### config.mk
export PLATFORM = sky130hd
export DESIGN_NAME = btb_ctrl
export DESIGN_NICKNAME = d
export VERILOG_FILES = /design/src/rtl/btb_pkg.sv /design/src/rtl/btb_upd_fifo.sv /design/src/rtl/btb_ctrl.sv
export SDC_FILE = /design/constraint.sdc
export NUM_CORES = 2
export LEC_CHECK = 0
export ABC_AREA = 1
export CAP_MARGIN = 5
export CORE_UTILIZATION = 55
export DETAILED_ROUTE_END_ITERATION = 8
export PLACE_DENSITY = 0.75
export SYNTH_ARGS = -nofsm -noshare
export SYNTH_HDL_FRONTEND = slang
export SYNTH_HIERARCHICAL = 1
export SYNTH_SLANG_ARGS = --single-unit
### constraint.sdc
create_clock -name clk_in -period 4.6 [get_ports clk_in]
set_input_delay 0.92 -clock clk_in [delete_from_list [all_inputs] [get_ports clk_in]]
set_output_delay 0.92 -clock clk_in [all_outputs]
set_load 0.1 [all_outputs]
### src/rtl/btb_pkg.sv
`default_nettype none
// +-----------------------------------------------------------------------+
// | btb_pkg: shared types and constants for the BTB controller            |
// | Rev 1.0                                                               |
// +-----------------------------------------------------------------------+
package btb_pkg;

    localparam int PC_W = 32;

    typedef enum logic [0:0] {
        CLEAR = 1'b0,
        RUN   = 1'b1
    } btb_state_e;

    typedef struct packed {
        logic [PC_W-1:0] pc;
        logic [PC_W-1:0] target;
        logic            taken;
    } btb_upd_t;

    localparam logic [1:0] WEAK_NT = 2'b01;
    localparam logic [1:0] WEAK_T  = 2'b10;

    // Saturating 2-bit direction counter step.
    function automatic logic [1:0] ctr_step(input logic [1:0] c, input logic up);
        if (up) begin
            return (c == 2'b11) ? c : c + 2'b01;
        end
        return (c == 2'b00) ? c : c - 2'b01;
    endfunction

endpackage
`default_nettype wire

### src/rtl/btb_upd_fifo.sv
`default_nettype none
// +-----------------------------------------------------------------------+
// | btb_upd_fifo: small synchronous FIFO for resolved-branch updates      |
// | Rev 1.0                                                               |
// +-----------------------------------------------------------------------+
module btb_upd_fifo
    import btb_pkg::*;
#(
    parameter int  UPD_DEPTH = 4,
    parameter type ENTRY_T   = btb_upd_t
) (
    input  logic   clk_in,
    input  logic   rst_n_in,
    input  logic   clr_in,
    input  logic   push_in,
    input  ENTRY_T push_data_in,
    input  logic   pop_in,
    output ENTRY_T head_out,
    output logic   empty_out,
    output logic   full_out
);

    localparam int AW = $clog2(UPD_DEPTH);

    logic [AW:0] wr_q, wr_d;
    logic [AW:0] rd_q, rd_d;
    ENTRY_T      mem_q [UPD_DEPTH];
    ENTRY_T      mem_d [UPD_DEPTH];

    assign empty_out = (wr_q == rd_q);
    assign full_out  = (wr_q[AW] != rd_q[AW]) && (wr_q[AW-1:0] == rd_q[AW-1:0]);
    assign head_out  = mem_q[rd_q[AW-1:0]];

    always_comb begin
        mem_d = mem_q;
        wr_d  = wr_q;
        rd_d  = rd_q;
        if (clr_in) begin
            wr_d = '0;
            rd_d = '0;
        end else begin
            if (push_in && !full_out) begin
                mem_d[wr_q[AW-1:0]] = push_data_in;
                wr_d                = wr_q + (AW+1)'(1);
            end
            if (pop_in && !empty_out) begin
                rd_d = rd_q + (AW+1)'(1);
            end
        end
    end

    always_ff @(posedge clk_in or negedge rst_n_in) begin
        if (!rst_n_in) begin
            wr_q <= '0;
            rd_q <= '0;
        end else begin
            wr_q <= wr_d;
            rd_q <= rd_d;
        end
    end

    // Payload storage needs no reset: pointers gate every read.
    always_ff @(posedge clk_in) begin
        mem_q <= mem_d;
    end

endmodule
`default_nettype wire

### src/rtl/btb_ctrl.sv
`default_nettype none
// +-----------------------------------------------------------------------+
// | btb_ctrl: BTB index/update port owner, direction predictor, clear walk |
// | Optional statistics counters: define BTB_CTRL_STATS_EN                 |
// | Rev 1.0                                                               |
// +-----------------------------------------------------------------------+
module btb_ctrl
    import btb_pkg::*;
#(
    parameter int TAG       = 27,
    parameter int PC        = 32,
    parameter int UPD_DEPTH = 4
) (
    input  logic              clk_in,
    input  logic              rst_n_in,
    input  logic              fetch_req_in,
    input  logic [PC-1:0]     fetch_pc_in,
    output logic              pred_valid_out,
    output logic              pred_taken_out,
    output logic [PC-1:0]     pred_pc_out,
    input  logic              upd_valid_in,
    output logic              upd_ready_out,
    input  logic [PC-1:0]     upd_pc_in,
    input  logic [PC-1:0]     upd_target_in,
    input  logic              upd_taken_in,
    input  logic              flush_in,
    output logic              busy_out,
    output logic [PC-TAG-1:0] btb_index_out,
    output logic              btb_update_out,
    output logic [PC-1:0]     btb_new_pc_out,
    input  logic [PC-1:0]     btb_pc_in
`ifdef BTB_CTRL_STATS_EN
    ,
    output logic [31:0]       stat_lookups_out,
    output logic [31:0]       stat_hits_out
`endif
);

    localparam int IW      = PC - TAG;
    localparam int TW      = TAG - 2;
    localparam int ENTRIES = 1 << IW;

    btb_state_e          state_q, state_d;
    logic [IW-1:0]       walk_q, walk_d;
    logic [ENTRIES-1:0]  valid_q, valid_d;
    logic [TW-1:0]       tag_q [ENTRIES];
    logic [TW-1:0]       tag_d [ENTRIES];
    logic [1:0]          ctr_q [ENTRIES];
    logic [1:0]          ctr_d [ENTRIES];

    logic      run, fifo_clr, fifo_push, fifo_empty, fifo_full;
    logic      drain_gnt, fetch_gnt, f_hit, u_hit, f_taken;
    btb_upd_t  push_data, head;
    logic [IW-1:0] f_idx, u_idx;
    logic [TW-1:0] f_tag, u_tag;
    logic      unused_pc_lsbs;

    assign run   = (state_q == RUN);
    assign f_idx = fetch_pc_in[IW+1:2];
    assign f_tag = fetch_pc_in[PC-1:IW+2];
    assign u_idx = head.pc[IW+1:2];
    assign u_tag = head.pc[PC-1:IW+2];
    assign f_hit = valid_q[f_idx] && (tag_q[f_idx] == f_tag);
    assign u_hit = valid_q[u_idx] && (tag_q[u_idx] == u_tag);
    assign f_taken = f_hit && ctr_q[f_idx][1];
    assign unused_pc_lsbs = ^head.pc[1:0];

    // A flush cycle suppresses the drain: its write would be wiped anyway.
    assign drain_gnt = run && !flush_in && !fifo_empty && (fifo_full || !fetch_req_in);
    assign fetch_gnt = run && fetch_req_in && !drain_gnt;

    assign upd_ready_out = run && !fifo_full;
    assign fifo_push     = upd_valid_in && upd_ready_out;
    assign busy_out      = !run;
    assign push_data     = '{pc: upd_pc_in, target: upd_target_in, taken: upd_taken_in};

    btb_upd_fifo #(
        .UPD_DEPTH (UPD_DEPTH),
        .ENTRY_T   (btb_upd_t)
    ) u_upd_fifo (
        .clk_in       (clk_in),
        .rst_n_in     (rst_n_in),
        .clr_in       (fifo_clr),
        .push_in      (fifo_push),
        .push_data_in (push_data),
        .pop_in       (drain_gnt),
        .head_out     (head),
        .empty_out    (fifo_empty),
        .full_out     (fifo_full)
    );

    always_comb begin
        state_d  = state_q;
        walk_d   = walk_q;
        fifo_clr = 1'b0;
        if (!run) begin
            walk_d = walk_q + IW'(1);
            if (walk_q == IW'(ENTRIES - 1)) begin
                state_d = RUN;
            end
        end else if (flush_in) begin
            state_d  = CLEAR;
            walk_d   = '0;
            fifo_clr = 1'b1;
        end
    end

    always_comb begin
        valid_d        = valid_q;
        tag_d          = tag_q;
        ctr_d          = ctr_q;
        btb_index_out  = '0;
        btb_update_out = 1'b0;
        btb_new_pc_out = '0;
        pred_valid_out = 1'b0;
        pred_taken_out = 1'b0;
        pred_pc_out    = '0;
        if (!run) begin
            btb_index_out  = walk_q;
            // Held low while reset is asserted so the BTB sees no write.
            btb_update_out = rst_n_in;
            valid_d[walk_q] = 1'b0;
            ctr_d[walk_q]   = WEAK_NT;
        end else if (drain_gnt) begin
            btb_index_out = u_idx;
            if (u_hit) begin
                ctr_d[u_idx] = ctr_step(ctr_q[u_idx], head.taken);
                if (head.taken) begin
                    btb_update_out = 1'b1;
                    btb_new_pc_out = head.target;
                end
            end else if (head.taken) begin
                valid_d[u_idx] = 1'b1;
                tag_d[u_idx]   = u_tag;
                ctr_d[u_idx]   = WEAK_T;
                btb_update_out = 1'b1;
                btb_new_pc_out = head.target;
            end
        end else if (fetch_gnt) begin
            btb_index_out  = f_idx;
            pred_valid_out = 1'b1;
            pred_taken_out = f_taken;
            pred_pc_out    = f_taken ? btb_pc_in : fetch_pc_in + PC'(4);
        end
    end

    always_ff @(posedge clk_in or negedge rst_n_in) begin
        if (!rst_n_in) begin
            state_q <= CLEAR;
            walk_q  <= '0;
            valid_q <= '0;
            for (int i = 0; i < ENTRIES; i++) begin
                tag_q[i] <= '0;
                ctr_q[i] <= WEAK_NT;
            end
        end else begin
            state_q <= state_d;
            walk_q  <= walk_d;
            valid_q <= valid_d;
            tag_q   <= tag_d;
            ctr_q   <= ctr_d;
        end
    end

`ifdef BTB_CTRL_STATS_EN
    logic [31:0] lookups_q, lookups_d, hits_q, hits_d;

    always_comb begin
        lookups_d = lookups_q + {31'd0, fetch_gnt};
        hits_d    = hits_q + {31'd0, fetch_gnt && f_hit};
    end

    always_ff @(posedge clk_in or negedge rst_n_in) begin
        if (!rst_n_in) begin
            lookups_q <= '0;
            hits_q    <= '0;
        end else begin
            lookups_q <= lookups_d;
            hits_q    <= hits_d;
        end
    end

    assign stat_lookups_out = lookups_q;
    assign stat_hits_out    = hits_q;
`endif

endmodule
`default_nettype wire

# == After elaboration in Yosys (flattened, before gate mapping) ==
# Index checks and enable logic that the tools add are counted.
# op_classes
mul,0
eq_ne,12
n_reduce_logical,32
mux,82
magnitude_cmp,13
addsub,6
n_div,0
shifts,0
bitwise_logic,16
# ops
cell,n
$bwmux 800,1
$mux 32,11
$bwmux 260,1
$mux 64,4
$bmux 25 s5,2
$mux 65,3
$bmux 65 s2,1
$demux 65 s2,1
$demux 25 s5,1
$mux 25,5
$and 32x32->32,3
$not 32->32,3
$or 32x32->32,3
$bwmux 64,1
$eq 25x25->1,2
$add 32x3->32 const B,1
$mux 2,13
$mux 5,5
$mux 1,21
$bmux 2 s5,2
$demux 2 s5,2
$ge 6x6->1 const B,3
$logic_and 1x1->1,18
$lt 5x6->1 const B,3
other kinds (29),51
# totals
mem_bits_ro,0
word_cells,242
input_bits,134
mem_count,0
latchBits,0
regBits,1168
mem_bits_rw,0
out_inout_bits,74

# == Longest topological paths before layout ==
# depth
ltp_word,21
depth_mapped,34
ltp_nobuf,25

# == Modules after synthesis ==
# Netlist, hierarchy kept.
# by_module_without_submodules
module,instances,cells_per_inst,seq_area_each_um2,area_per_inst_um2
btb_ctrl,1,8417,22611.7,55117.9
btb_upd_fifo,1,691,7957.6,10567.6

# == Least setup slack after synthesis ==
# No wires, ideal clock.
# synth_timing
path_kind,flip-flop to flip-flop
startpoint,register state_q (netlist: run)
endpoint,register u_upd_fifo/mem_q[0] (netlist name) (enable)
setup_ns,0.489
path_stages_with_launch,7
required_ns,4.111
setup_slack_ns,-0.702
synth_period_minus_slack_ns,5.302
path_buffers,2
t_arrival_ns,4.813
cell_sequence,dfrtp_1 -> inv_2 -> clkbuf_1 -> buf_1 -> nor3b_1 -> nand3_2 -> nor2_1
# synth_between
elab_chain_cells,4
elab_cells_between_ends,6
cone_classes,1 x mux; 1 x bitwise; 4 x reduce/logical
# synth_rtl
element,line,rtl
from (decl),btb_ctrl.sv:43,"btb_state_e state_q, state_d;"
from (signal assigned),btb_ctrl.sv:157,state_q <= state_d;
$logic_and 1x1->1,btb_ctrl.sv:72,assign upd_ready_out = run && !fifo_full;
$logic_and 1x1->1,btb_ctrl.sv:73,assign fifo_push = upd_valid_in && upd_ready_out;
named net fifo_push,btb_ctrl.sv:51,"logic run, fifo_clr, fifo_push, fifo_empty, fifo_full;"
$logic_and 1x1->1,btb_upd_fifo.sv:42,if (push_in && !full_out) begin
$reduce_and 2->1 (no line),-,
to (signal assigned),btb_upd_fifo.sv:64,mem_q <= mem_d;
to (decl),btb_upd_fifo.sv:27,ENTRY_T mem_q [UPD_DEPTH];
# The timed path passes the listed nets, and every way through them passes these cells.
# A chain may end at the register's enable or synchronous reset.

# == Final worst setup path ==
# layout_timing
startpoint,input port fetch_pc_in[2]
endpoint,output port pred_pc_out[26]
# layout_between
elab_chain_cells,11
elab_cells_between_ends,17
cone_classes,1 x add/sub; 1 x eq/ne; 12 x mux; 1 x bitwise; 2 x reduce/logical
# layout_rtl
element,line,rtl
from (decl),btb_ctrl.sv:17,"input logic [PC-1:0] fetch_pc_in,"
$not 5->6 (not written as such),"btb_ctrl.sv:63, btb_ctrl.sv:65",
$bmux 25 s5,btb_ctrl.sv:63,assign f_hit = valid_q[f_idx] && (tag_q[f_idx] == f_tag);
$mux 25 (not written as such) (2 in a row),btb_ctrl.sv:63,
$eq 25x25->1,btb_ctrl.sv:63,
$logic_and 1x1->1,btb_ctrl.sv:63,
$logic_and 1x1->1,btb_ctrl.sv:65,assign f_taken = f_hit && ctr_q[f_idx][1];
$mux 32 (*),btb_ctrl.sv:143,pred_pc_out = f_taken ? btb_pc_in : fetch_pc_in + PC'(4);
$mux 32 (*),btb_ctrl.sv:139,end else if (fetch_gnt) begin
$mux 32 (*),btb_ctrl.sv:124,end else if (drain_gnt) begin
$mux 32 (*),btb_ctrl.sv:118,if (!run) begin
to (decl),btb_ctrl.sv:20,"output logic [PC-1:0] pred_pc_out,"
# Every way passes the cells marked *; elsewhere a longest branch is shown, timed or not. The select of a mux whose other input is x is not followed.

==> impl_metrics.tcl <==
set metrics [dict create \
    gp_congestion 1.00 \
    r2r_start "u_upd_fifo/rd_q[0]" \
    cp_data_arrival_time_ns 3.83 \
    wl_um 251000 \
    hold_class "reg2reg" \
    wl_per_cell_um 22.9 \
    ir_drop_uv 560 \
    cp-startpoint "fetch_pc_in[2]" \
    crit_buf_inv 7 \
    port_buffers 205 \
    crit_path_end "pred_pc_out[26]" \
    tns_ns -2.36 \
    via_per_inst 6.14 \
    antenna_found_initial 5 \
    fin_util 0.666 \
    setup_viol 78 \
    top_layer "met5" \
    numCtsBuffers 132 \
    fin_crit_ns 4.75 \
    hpwlAfterDp_um 162000 \
    clock_path_buffers 3 \
    syn_area_um2 65400 \
    worstSetupPathType "in2out" \
    area_growth_pct 20.2 \
    avgSynthCellArea_um2 7.19 \
    cts_sinks 1160 \
    chipWidth_um 347 \
    dr.pass1.iters 7 \
    place_area_um2 73600 \
    grt_pass1_wl_um 377000 \
    grt_pass1_vias 62500 \
    power_density_nw_per_um2 448 \
    cts_root_buffer "clkbuf_16" \
    dieArea_um2 120000 \
    drtIter0Drc 9980 \
    status "finished with violations" \
    clock_skew_ns 0.0500 \
    path_clk_slew_ns 0.06 \
    drc 0 \
    maxSlewViolCount 0 \
    violations "setup timing" \
    worst-r2r-cell-count 26 \
    maxCapViolCount 0 \
    path_max_fanout 29 \
    fin_nets 9469 \
    wl_met3_um 35700 \
    r2r_slack_ns -0.08 \
    overflow 0 \
    r2r_end "tag_q[780]" \
    row_count 126 \
    max_freq_ghz 0.210 \
    crit_path_start_kind "input pin" \
    synthCells 9090 \
    final_antenna_net_count 0 \
    crit_slowest_cell "buf_16" \
    fp.coreArea_um2 118000 \
    total_power_mw 35.2 \
    io_pins 208 \
    fin_crit_sh 1.03 \
    die_y_um 347 \
    syn_nets 9235 \
    htree_levels 4 \
    yosys_warnings 6 \
    drive_above_1_share 0.115 \
    initial_core_util 0.554 \
    dr_wl_met2_um 106000 \
    pre_cts_ws_ns -0.397 \
    worstPathCellList "buf_16, inv_16, buf_16, a21oi_1, o21ai_0, nand3_1, nand3_1, nand3_2, buf_4, nand3b_1, buf_4, nand3_1, nor2_1, nand2_1, nor2_1, nand3_2, buf_6, nand2_1, nand2_1, nor2_4, buf_12" \
    slew_headroom 0.268 \
    m1WireLength_um 90500 \
    crit_path_end_kind "output pin" \
    track_usage 0.410 \
    vias 67300 \
    setup_ws_ns -0.154 \
    crit_path_max_incr_delay_ns 0.20 \
    crit_family "simple AND/OR/NAND/NOR gates" \
    holdWs_ns 0.474 \
    dp.cells 10700 \
    cts_tree "done" \
    crit_cells 21 \
    final_common_cell "nand2_1" \
    grt_max_degree 162 \
    p_leak_nw 36.1 \
    insertion_delay_ns 0.79 \
    required_ns 3.68 \
    post-route-cell-area_um2 78600 \
    fin_cells 11000 \
    rsz0062_at_grt "yes" \
    worstMarginPinSlew_ns 1.10 \
    final_cell_mix "3,381 x nand2_1, 1,640 x o21ai_0, 873 x dfrtp_1" \
    timing_hold_violations_final 0 \
]
## timing repair
action | CTS | global route
gates resized for setup | 37 | 64
hold endpoints to repair | 1 | 0
cloned | 3 | 4
endpoints found under the setup margin | 854 | 928
setup buffers | 7 | 7
pin swaps | 5 | 10
hold buffers | 1 | 0
## area by class of cell
cell class	count	area (µm²)
antenna	3	7.51
clock buffer	182	3720
clock inverter	50	576
fill	9749	39400
inverter	420	1630
multi-input combinational	6825	30700
sequential	1160	30300
tap	1536	1920
timing repair buffer	785	9700
## worst min-delay path: stages (launching register included)
cell	delay, ns
dfstp_2	0.37
nand2_1	0.06
nand2_1	0.05
## flip-flops by register name, indices dropped and copies added (netlist names)
name,cells
walk_q,5
u_upd_fifo/wr_q,3
u_upd_fifo/rd_q,3
ctr_q,64
run,1
u_upd_fifo/mem_q,252
valid_q,32
tag_q,800
## metal layers
| metal | vias to the layer above | track usage |
|---|---|---|
| li1 | 30100 | - |
| met1 | 31200 | 0.526 |
| met2 | 4854 | 0.603 |
| met3 | 1123 | 0.123 |
| met4 | 8 | 0.268 |
| met5 | - | 0 |
## worst min path at each step
stage | startpoint | end | cells after the start
5_1_grt | ctr_q[4] | ctr_q[4] | 2
3_5_place_dp | ctr_q[4] | ctr_q[4] | 2
2_1_floorplan | ctr_q[0] | ctr_q[0] | 2
6_report | ctr_q[4] | ctr_q[4] | 2
3_3_place_gp | ctr_q[2] | ctr_q[2] | 2
4_1_cts | ctr_q[4] | ctr_q[4] | 2
## power by group
group,internal [mW],total (mW),switching (mW)
sequential,11.4,12.0,0.568
combinational,3.69,12.6,8.91
clock,6.10,10.6,4.55
total,21.2,35.2,14.0
Power figures use the tool's default switching activity.
